--- src/rtl/fetch_prefetch_unit.sv ---
// Instruction fetch front end: PC sequencing, imem request/grant, in-order responses into a prefetch FIFO.
// Latency: response to out_valid is 1 cycle; optional FETCH_PERF_EN adds fetched/dropped counters.
// Backpressure: requests are credit-limited so outstanding plus buffered never exceeds DEPTH.
module fetch_prefetch_unit #(
  parameter int                ADDR_W   = 64,
  parameter int                DEPTH    = 2,
  parameter logic [ADDR_W-1:0] RESET_PC = '0
) (
  input  logic              clk,
  input  logic              reset,
  output logic              imem_req,
  output logic [ADDR_W-1:0] imem_addr,
  input  logic              imem_gnt,
  input  logic              imem_rvalid,
  input  logic [31:0]       imem_rdata,
  input  logic              redirect,
  input  logic [ADDR_W-1:0] redirect_pc,
  output logic              out_valid,
  input  logic              out_ready,
  output logic [31:0]       out_instr,
  output logic [ADDR_W-1:0] out_pc
`ifdef FETCH_PERF_EN
  ,
  output logic [31:0]       perf_fetched,
  output logic [31:0]       perf_dropped
`endif
);

  localparam int CNT_W = $clog2(DEPTH + 1);
  localparam int PTR_W = $clog2(DEPTH);
  localparam logic [CNT_W:0] DEPTH_C = (CNT_W + 1)'(DEPTH);

  typedef enum logic {FETCH, FLUSH} state_t;

  typedef struct packed {
    logic [31:0]       instr;
    logic [ADDR_W-1:0] pc;
  } entry_t;

  state_t            state;
  logic [ADDR_W-1:0] fetch_pc;
  logic [ADDR_W-1:0] rsp_pc;
  logic [CNT_W-1:0]  outstanding;
  logic [CNT_W-1:0]  drop;
  logic [CNT_W-1:0]  count;
  logic [PTR_W-1:0]  rd_ptr;
  logic [PTR_W-1:0]  wr_ptr;
  entry_t            mem [DEPTH];

  logic              rsp_fire;
  logic              gnt_fire;
  logic              push;
  logic              pop;
  logic              can_issue;
  logic [CNT_W:0]    credit_used;
  logic [CNT_W-1:0]  drop_left;
  logic [CNT_W-1:0]  out_next;
  logic [ADDR_W-1:0] redirect_tgt;

  // A response with nothing outstanding is illegal and must not disturb any counter.
  assign rsp_fire     = imem_rvalid && (outstanding != '0);
  assign credit_used  = {1'b0, outstanding} + {1'b0, count};
  assign drop_left    = (rsp_fire && drop != '0) ? drop - CNT_W'(1) : drop;
  assign redirect_tgt = redirect_pc & ~ADDR_W'(3);

  // The flush exit cycle already issues, so the last stale response costs no bubble.
  assign can_issue = (state == FETCH) ? (credit_used < DEPTH_C) : (drop_left == '0);
  assign imem_req  = !reset && !redirect && can_issue;
  assign imem_addr = fetch_pc;
  assign gnt_fire  = imem_req && imem_gnt;

  assign push     = (state == FETCH) && !redirect && rsp_fire;
  assign out_valid = (count != '0);
  assign pop      = out_valid && out_ready && !redirect;
  assign out_next = outstanding + CNT_W'(gnt_fire) - CNT_W'(rsp_fire);

  assign out_instr = out_valid ? mem[rd_ptr].instr : '0;
  assign out_pc    = out_valid ? mem[rd_ptr].pc    : '0;

  always_ff @(posedge clk) begin
    if (reset) begin
      state       <= FETCH;
      fetch_pc    <= RESET_PC;
      rsp_pc      <= RESET_PC;
      outstanding <= '0;
      drop        <= '0;
      count       <= '0;
      rd_ptr      <= '0;
      wr_ptr      <= '0;
    end else begin
      outstanding <= out_next;
      if (push) begin
        mem[wr_ptr] <= '{instr: imem_rdata, pc: rsp_pc};
      end
      if (redirect) begin
        fetch_pc <= redirect_tgt;
        rsp_pc   <= redirect_tgt;
        count    <= '0;
        rd_ptr   <= '0;
        wr_ptr   <= '0;
      end else begin
        if (gnt_fire) fetch_pc <= fetch_pc + ADDR_W'(4);
        if (push) begin
          rsp_pc <= rsp_pc + ADDR_W'(4);
          wr_ptr <= wr_ptr + PTR_W'(1);
        end
        if (pop) rd_ptr <= rd_ptr + PTR_W'(1);
        count <= count + CNT_W'(push) - CNT_W'(pop);
      end
      case (state)
        FETCH: begin
          if (redirect) begin
            drop  <= out_next;
            state <= (out_next != '0) ? FLUSH : FETCH;
          end
        end
        FLUSH: begin
          drop  <= drop_left;
          state <= (drop_left == '0) ? FETCH : FLUSH;
        end
        default: state <= FETCH;
      endcase
    end
  end

`ifdef FETCH_PERF_EN
  logic [CNT_W:0] drop_inc;
  logic [32:0]    fetched_sum;
  logic [32:0]    dropped_sum;

  // Drops are discarded responses plus whatever a redirect wipes from the buffer.
  assign drop_inc    = {{CNT_W{1'b0}}, (rsp_fire && !push)} + (redirect ? {1'b0, count} : '0);
  assign fetched_sum = {1'b0, perf_fetched} + 33'(push);
  assign dropped_sum = {1'b0, perf_dropped} + 33'(drop_inc);

  always_ff @(posedge clk) begin
    if (reset) begin
      perf_fetched <= '0;
      perf_dropped <= '0;
    end else begin
      perf_fetched <= fetched_sum[32] ? '1 : fetched_sum[31:0];
      perf_dropped <= dropped_sum[32] ? '1 : dropped_sum[31:0];
    end
  end
`endif

  assert property (@(posedge clk) disable iff (reset) !(imem_rvalid && outstanding == '0));

endmodule
--- config.mk ---
export PLATFORM = sky130hd
export DESIGN_NAME = fetch_prefetch_unit
export DESIGN_NICKNAME = d
export VERILOG_FILES = /design/src/rtl/fetch_prefetch_unit.sv
export SDC_FILE = /design/constraint.sdc
export NUM_CORES = 1
export LEC_CHECK = 0
export BUFFER_PORTS_ARGS = -buffer_cell sky130_fd_sc_hd__buf_4
export CAP_MARGIN = 20
export CORE_MARGIN = 4
export CORE_UTILIZATION = 60
export DETAILED_ROUTE_END_ITERATION = 10
export PLACE_DENSITY = 0.94
export SETUP_SLACK_MARGIN = 0.2
export SYNTH_ARGS = -nofsm -noshare
export SYNTH_HDL_FRONTEND = slang
export SYNTH_SLANG_ARGS = --single-unit
--- constraint.sdc ---
create_clock -name clk -period 24.9 [get_ports clk]
set_input_delay 0 -clock clk [delete_from_list [all_inputs] [get_ports clk]]
set_output_delay 0 -clock clk [all_outputs]
set_load 0.02 [all_outputs]
==> qor.txt <==
status - completed
first-pass GRT wire length - 70500 um
clk sink count - 322
GR Util met2 - 53.7%
height of the die - 165 um
Num CTS Buffers - 30
critical path launch point type - flop
CP Max Fanout - 21
DP Wirelength - 28700 um
Worst-path clk slew - 0.07 ns
Tot Pwr - 1250 uW
routing usage on met1 - 42.5%
most used flip-flop cell after synthesis - edfxtp_1
Crit path arrival time - 4.33 ns
initial antenna violation count - 0
Worst-Margin Slew - 1.20 ns
Post CTS Setup Buffer Count - 0
Final Hold Viols - 0
leading cell type in the layout, fill and taps excluded - buf_4
PortBufs - 257
vias in the first global route - 12600
Final period util - 15.7%
max-cap violation count - 0
Mean Syn Cell Area - 10.8 um^2
final setup fails - 0
DRT Wirelength - 46400 um
Max VDD drop - 66.7 uV
DR vias - 13100
Post-Synthesis Cell Area - 14700 um^2
setup TNS - 0 ns
Worst-Skew Late Latency - 0.56 ns
Site Rows - 57
DRC viols - 0
number of DRC markers in iteration 0 - 1813
htree depth - 1
GRT Resource Usage Total - 33.1%
diode count - 0
CP Capture Type - flop
Max Fclk - 256 MHz
GR peak layer - met2
Placed Area - 16900 um^2
GRT overflow - 0
Yosys cell types - 67
DR WL/cell - 22.7 um
RSZ-0062 raised after global routing - no
I/O pins - 264
Worst Hold Class - input pin to flop
largest net degree at the start of global routing - 95
Post-synth EDFFs - 188
synth warn - 0
Setup Skew - 0.0133 ns
Final #Nets - 1803
Slew headroom - 19.2%
Max Root-Sink Buffers - 3
cell area after layout - 18800 um^2
post-cts resize count - 0
Fillers - 1416
ANT nets after route - 0
post-synthesis sequential area ratio - 56.6%
share of cells above drive strength 1 - 19.3%
Yosys reg bits - 322
drt first pass iters - 6
P_leak - 0.00665 uW
Die X - 165 um
Die ar. - 27100 um^2
CTS root buffer - clkbuf_16
pwr dens - 66.6 nW/um^2
Mapped Cells - 1368
vias per inst - 6.40
max-slew violation count - 0
Starting Density - 60.7%
TritonCTS clock tree - done
fin crit period - 3.91 ns
synthesis-to-layout area growth - 27.9%
GPL Wtd Cong - 0.955
met3 usage - 7.79%
Async SR Flop Fraction - 0%
WS Path Type - flop to flop
Post-CTS Hold Buffers - 96
CP Data Required Time - 25.32 ns
Core ar. - 24200 um^2
most frequent cells in the layout - buf_4, edfxtp_1, nor2_1, dfxtp_1
-- power breakdown --
group          internal (uW)  total [uW]  switching, uW
sequential               589         620           31.6
combinational           68.5         169            100
clock                    269         463            194
total                    926        1250            326
-- metrics by stage --
| step | util [%] | instances | setup slack (ns) | hold WS (ns) |
|---|---|---|---|---|
| 4_1_cts | 77.6 | 2040 | 21.09 | 0.0533 |
| 3_3_place_gp | 69.6 | 1889 | 21.20 | 0.185 |
| 6_report | 77.6 | 2040 | 20.99 | 0.0899 |
| 5_1_grt | 77.6 | 2040 | 20.73 | 0.101 |
| 2_1_floorplan | - | 1371 | 16.18 | 0.0989 |
| 3_5_place_dp | 69.6 | 1889 | 21.08 | 0.188 |
-- final timing paths --
path                                         startpoint                      end  slack (ns)  cells after the start
worst max-delay path                count[0]$_SDFF_PP0_         state$_SDFF_PP0_       20.99                     13
worst max register to register      count[0]$_SDFF_PP0_         state$_SDFF_PP0_       20.99                     13
worst min-delay path                           redirect  rsp_pc[26]$_SDFFE_PP0P_        0.09                      3
worst min register to register  rsp_pc[63]$_SDFFE_PP0P_     mem[1][63]$_DFFE_PP_        0.52                      0
-- final cells by class --
cell class / instances / area, um^2 / area share [%]
flip-flops and latches: 322 / 8330 / 44.3
multi-input cells: 931 / 5950 / 31.6
repair buffers: 365 / 2980 / 15.8
clock buffers: 40 / 810 / 4.30
well taps: 324 / 405 / 2.16
clock inverters: 15 / 173 / 0.918
inverters: 43 / 163 / 0.865
-- cells by family (layout without fill, tap and decap cells) --
| kind of cell | after synthesis | in the layout | synth area share [%] |
|---|---|---|---|
| AND/OR/NAND/NOR | 520 | 520 | 17.7 |
| flip-flops | 322 | 322 | 56.6 |
| AO/OA/AOI/OAI | 214 | 214 | 9.90 |
| buffers and inverters | 118 | 463 | 3.16 |
| multiplexers | 96 | 96 | 6.53 |
| XOR/XNOR | 89 | 89 | 5.30 |
| adder cells (fa/ha/maj) | 8 | 8 | 0.732 |
| other | 1 | 4 | 0.0255 |
-- state kept, by name, summed over array words and instances (netlist names), named ones only --
| name | cells |
|---|---|
| mem | 188 |
| imem_addr | 62 |
| rsp_pc | 62 |
| count | 2 |
| drop | 2 |
| outstanding | 2 |
| rd_ptr | 1 |
| state | 1 |
| wr_ptr | 1 |
-- critical path, cell delays in order, from the launching register on --
cell and delay [ns]:
dfxtp_1 0.40, and2_1 0.17, fa_1 0.44, nor4b_1 0.64
o31a_2 0.50, inv_2 0.32, ha_1 0.37, inv_1 0.04
ha_1 0.17, xor2_1 0.15, xnor2_1 0.23, inv_1 0.06
o21ai_0 0.18, a21oi_1 0.10
-- layer usage --
metal,part of all wire (%),vias to the layer above
li1,-,5692
met2,46,1044
met5,0,-
met4,5.6,0
met3,13,219
met1,36,6100
-- cells in the mapped netlist (all sizes together) (23+ instances only) --
library cell,instances,share of area (%)
nor3,40,1.4
clkbuf,52,1.3
a21oi,58,2.0
nor4,29,1.6
edfxtp,188,38
a211oi,29,1.5
xor2,31,1.8
nand2,93,2.4
a21boi,32,1.6
nand4,56,2.5
nor2,170,4.3
xnor2,58,3.5
mux2i,96,6.5
inv,42,1.1
dfxtp,134,18
buf,23,0.74
nand3,52,1.8
No activity file was read; power rests on OpenSTA's default activity.
